--- src/rtl/mainmem_pkg.sv ---
// Shared types and constants for the main memory model.
package mainmem_pkg;

  // Default geometry; the request struct is sized from these.
  localparam int MM_LINE_BYTES = 32;
  localparam int MM_ADDR_W     = 27;
  localparam int MM_LW         = 8 * MM_LINE_BYTES;

  // Latency counter width (covers latencies 1..15).
  localparam int LAT_W = 4;

  typedef enum logic [1:0] {
    IDLE    = 2'd0,
    RD_WAIT = 2'd1,
    RD_RSP  = 2'd2,
    WR_BUSY = 2'd3
  } mainmem_state_t;

  typedef struct packed {
    logic                     write;
    logic [MM_ADDR_W-1:0]     addr;
    logic [MM_LINE_BYTES-1:0] be;
    logic [MM_LW-1:0]         wd;
  } mainmem_req_t;

endpackage

--- src/rtl/mainmem_req_fifo.sv ---
// Request queue in front of the memory FSM. Pointers carry one extra wrap
// bit so occupancy is their difference; reset clears the pointers only.
module mainmem_req_fifo
  import mainmem_pkg::*;
#(
  parameter int DEPTH = 4
) (
  input  logic         clk,
  input  logic         rst,
  input  logic         push_i,
  input  mainmem_req_t din_i,
  input  logic         pop_i,
  output mainmem_req_t head_o,
  output logic         full_o,
  output logic         empty_o
);

  localparam int PW = $clog2(DEPTH);

  logic [PW:0]  wptr_q, wptr_d, rptr_q, rptr_d, count;
  mainmem_req_t mem_q [DEPTH];

  assign count   = wptr_q - rptr_q;
  assign full_o  = (count == (PW+1)'(DEPTH));
  assign empty_o = (count == '0);
  assign head_o  = mem_q[rptr_q[PW-1:0]];

  // Pointer advance; guarded so a stray push/pop cannot corrupt occupancy.
  always_comb begin
    wptr_d = wptr_q;
    rptr_d = rptr_q;
    if (push_i && !full_o) wptr_d = wptr_q + 1'b1;
    if (pop_i && !empty_o) rptr_d = rptr_q + 1'b1;
  end

  // Pointer registers.
  always_ff @(posedge clk or posedge rst) begin
    if (rst) begin
      wptr_q <= '0;
      rptr_q <= '0;
    end else begin
      wptr_q <= wptr_d;
      rptr_q <= rptr_d;
    end
  end

  // Entry storage, written at the tail.
  always_ff @(posedge clk) begin
    if (push_i && !full_o) mem_q[wptr_q[PW-1:0]] <= din_i;
  end

endmodule

--- config.mk ---
export PLATFORM = sky130hd
export DESIGN_NAME = mainmem_req_fifo
export DESIGN_NICKNAME = d
export VERILOG_FILES = /design/src/rtl/mainmem_pkg.sv /design/src/rtl/mainmem_req_fifo.sv
export SDC_FILE = /design/constraint.sdc
export NUM_CORES = 1
export LEC_CHECK = 0
export ABC_AREA = 1
export CAP_MARGIN = 25
export CORE_UTILIZATION = 35
export CTS_BUF_LIST = sky130_fd_sc_hd__clkbuf_4 sky130_fd_sc_hd__clkbuf_8
export CTS_CLUSTER_SIZE = 20
export DETAILED_ROUTE_END_ITERATION = 6
export GPL_TIMING_DRIVEN = 0
export HOLD_SLACK_MARGIN = 0.08
export REMOVE_ABC_BUFFERS = 1
export SLEW_MARGIN = 20
export SYNTH_ARGS = -nofsm -noshare
export SYNTH_HDL_FRONTEND = slang
export SYNTH_SLANG_ARGS = --single-unit
--- constraint.sdc ---
create_clock -name clk -period 17.3 [get_ports clk]
set_clock_uncertainty 0.05 [all_clocks]
set_input_delay 2.595 -clock clk [delete_from_list [all_inputs] [get_ports clk]]
set_output_delay 2.595 -clock clk [all_outputs]
set_load 0.05 [all_outputs]
==> Word level (Yosys, flattened, before mapping) <==
Memories as Yosys holds them, arrays and structs flattened.
Index checks and enable logic that the tools add are counted.
W data, S select, Z words.
{ "word_totals": {"memories": 1, "word_cells": 14, "mem_bits_rw": 1264, "input_bits": 320, "ff_bits": 6, "output_inout_bits": 318} }
{ "mem_list": {"columns": ["memory", "depth", "width", "read_ports", "rd_ports_with_merged_regs", "write_ports", "line", "text"], "rows": [
  ["mem_q", 4, 316, 1, 0, 1, "mainmem_req_fifo.sv:21", "mainmem_req_t mem_q [DEPTH];"]
]} }
{ "classes": {"muxes": 2, "reduce_logical": 5, "eq_ne": 1, "addsub": 3} }
{ "op_table": {"columns": ["op", "count"], "rows": [
  ["$add A3 B1 Y3 const B", 2],
  ["$eq A3 B3 Y1 const B", 1],
  ["$logic_not A3 Y1", 1],
  ["$sub A3 B3 Y3", 1],
  ["$logic_and A1 B1 Y1", 2],
  ["$logic_not A1 Y1", 2],
  ["$mux W1", 2]
]} }

==> Logic depth before layout (Yosys ltp) <==
{ "logic_depth": {"depth_word": 6, "ltp_mapped": 12} }

==> Worst setup path after synthesis <==
OpenSTA, ideal clock, no wires.
{ "synth_timing": {"path_kind": "input to register", "start": "input push_i", "end": "memory mem_q[0][0] (netlist name) (enable)", "setup_time_ps": 1001, "t_arrival_ps": 15802, "path_slack_ps": 447, "path_buffers": 0, "stages": 2, "path_cell_list": "nand2_1 > nor2_1"} }
{ "synth_between": {"elab_chain_cells": 3} }
{ "synth_rtl": {"columns": ["item", "line", "text"], "rows": [
  ["start: declaration", "mainmem_req_fifo.sv:10", "input logic push_i,"],
  ["$logic_and A1 B1 Y1", "mainmem_req_fifo.sv:49", "if (push_i && !full_o) mem_q[wptr_q[PW-1:0]] <= din_i;"],
  ["$mux W1", "mainmem_req_fifo.sv:49", null],
  ["$mux W1 (not written as such)", "mainmem_req_fifo.sv:49", null],
  ["end: declaration", "mainmem_req_fifo.sv:21", null]
]} }
Every way passes these cells.

==> run_results.csv <==
group,metric,value,unit
run_status,outcome,"finished, final reports clean",
layout,synthToLayoutAreaGrowth,30.5,%
clocking,cts_root_buf,"clkbuf_8",
clocking,clk_pin_slew_worst_paths,0.06,ns
clocking,clkLatencyLatePin,0.89,ns
timing,setup_viol,0,
critical_path,crit_path_start,"rptr_q[0]$_DFFE_PP0P_",
pwr,peakVddDrop,0.133,mV
timing,fin_hold_ws,0.506,ns
timing,hold_viol,0,
timing,period_share,0.434,
yosys,yosys_warnings,0,
floorplanning,rows,133,
critical_path,cp-end-kind,"primary output",
yosys,synthDistinctLibCells,17,
routing,drc_errors,0,
job,cap_violations,0,
layout,fin_nets,4186,
routing,wl_per_cell,20.1,um
layout,multi_input_area,7810,um^2
routing,totalWireLength,116000,um
critical_path,reg2reg_from,"rptr_q[1]$_DFFE_PP0P_",
timing,timing.final.crit_period,7.51,ns
timing,fin_tns_setup,0,ns
floorplanning,dieArea,135000,um^2
routing,routed_via_density,4.91,
critical_path,slowest_stage,"clkdlybuf4s50_1",
pwr,power_leakage,20.0,nW
yosys,yosysSeqAreaShare,0.814,
yosys,synth.top_cells.by_count,"edfxtp_1, nor2_1, o21ai_0, o22ai_1, clkbuf_1",
routing,num_vias,28400,
critical_path,critPathLaunchType,"flop",
timing,drv_slew,0,
yosys,ys.flop_type,"edfxtp_1",
worst_hold_path,min_from,"wptr_q[0]$_DFFE_PP0P_",
yosys,syn_inst,3124,
grt,overflow,0,
layout,drive_gt1_frac,0.110,
grt,grt_max_degree,130,
clocking,ctsResizeCount,0,
grt,grtUsageTotal,0.168,
placed_design,portBuffers,637,
clocking,cts_buffer_depth,3,
routing,ant_nets,0,
critical_path,crit_fanout,96,
critical_path,crit_path_cell_trace,"buf_16, inv_8, buf_16, buf_16, buf_16, nor2_1, o22ai_1, clkdlybuf4s50_1",
yosys,synth-edff-count,1264,
layout,seq_area,38100,um^2
grt,grt_pass1_wl,173000,um
layout,num-fill-cells,11500,
clocking,tritoncts,"built",
critical_path,crit_top_cell,"buf_16",
timing,slew_headroom,0.460,
floorplanning,ios,638,
pwr,total_power,13.1,mW
critical_path,path_class,"reg -> out",
critical_path,cpPeakStageDelay,0.93,ns
yosys,synthTopCellsByArea,"edfxtp_1, o21ai_0, nor2_1",
clocking,post_cts_buffers,0,
placed_design,gp_congestion,0.716,
clocking,cts_max_level,4,
yosys,async_flop_share,0.00472,
timing,rsz0062_at_grt,"no",
routing,first_iter_violations,1688,
floorplanning,initial_utilization,0.354,
yosys,yosys.area.top_type,"edfxtp_1",
clocking,cts_inserted_buffers,205,
critical_path,critPathArrivalTime,4.86,ns
pwr,power_density,214,nW/um^2
timing,fmax,0.133,GHz
clocking,clock-sinks,1270,
critical_path,worstPathRequired,14.66,ns
floorplanning,die_w,368,um
routing,dr.pass1.iters,5,
clocking,cts-hold-fix-buffers,0,
yosys,avgSynthCellArea,15.0,um^2
grt,grt_pass1_vias,27900,
yosys,synth_top_cell_area_share,0.811,
yosys,ys_seq_elements,1270,
worst_hold_path,hp-class,"reg -> reg",
yosys,synth_most_common_cell,"edfxtp_1",
floorplanning,dieHeight,368,um
floorplanning,coreArea,132000,um^2
timing,worstMarginPinSlew,0.808,ns
yosys,syn_area,46800,um^2
grt,antenna_found_initial,17,
placed_design,place_hpwl,72400,um
## worst max-delay path: cells and delay by family, from the launching register on
family                 cells  cell delay [ns]
buffers and inverters      6             2.72
DFF                        1             0.75
AOI/OAI and AO/OA          1             0.19
and+or+nand+nor            1             0.08
## area by class of cell
type	instances	area share
inverter	15	0.00117
sequential	1270	0.624
timing repair buffer	738	0.145
tap	1755	0.0359
clock buffer	289	0.0568
multi-input combinational	1629	0.128
clock inverter	85	0.00936
antenna	9	0.000369
## metal layers
metal  track usage  share of wire  vias to the layer above
li1              -              -                    13400
met1         0.210           0.42                    14000
met2         0.272           0.48                      751
met3        0.0603          0.079                      193
met4        0.0517          0.023                       26
met5             0         0.0015                        -
## logic make-up after synthesis
family / share of synthesized area
flip-flops: 0.814
AO/OA/AOI/OAI: 0.110
AND/OR/NAND/NOR: 0.0540
buffers and inverters: 0.0200
adder cells (fa/ha/maj): 0.00187
XOR/XNOR: 0.000374
## placed cells by master, fill, tap and decap left out, drive strengths merged
| master | count |
|---|---|
| edfxtp | 1264 |
| clkdlybuf4s50 | 637 |
| nor2 | 636 |
| o21ai | 632 |
| o22ai | 316 |
| clkbuf | 289 |
| buf | 101 |
| clkinv | 69 |
| nand2 | 28 |
| inv | 26 |
| diode | 9 |
| nand3 | 7 |
| ha | 7 |
| dfrtp | 6 |
| bufinv | 3 |
| xor2 | 2 |
| clkinvlp | 2 |
| a21oi | 1 |
## worst paths after layout
kind	to	slack [ns]	cells after the start
setup / recovery	head_o[163]	9.79	8
hold / removal	wptr_q[0]$_DFFE_PP0P_	0.51	2
setup reg to reg	mem_q[0][30]$_DFFE_PP_	11.99	18
hold reg to reg	wptr_q[0]$_DFFE_PP0P_	0.51	2
max in group asynchronous	rptr_q[1]$_DFFE_PP0P_	15.10	2
min in group asynchronous	wptr_q[1]$_DFFE_PP0P_	1.88	2
## flip-flops by register name (all words and copies together) (netlist names)
signal / cells
mem_q: 1264
rptr_q: 3
wptr_q: 3
## power by group
part / total, mW / internal (mW) / switching [mW]
clock: 2.51 / 1.35 / 1.16
combinational: 6.23 / 1.91 / 4.32
sequential: 4.31 / 4.14 / 0.165
total: 13.1 / 7.40 / 5.65
## metrics by stage
stage	utilization	cell area (um^2)	cells	worst slack [ns]
after CTS	0.462	61100	5781	9.55
after floorplan	-	45900	2914	-8.79
after detailed placement	0.432	57000	5407	10.59
final	0.462	61100	5790	9.79
after global routing	0.462	61100	5786	9.43
after global placement	0.413	54500	5306	-48.70
(Power assumes the default switching activity.)
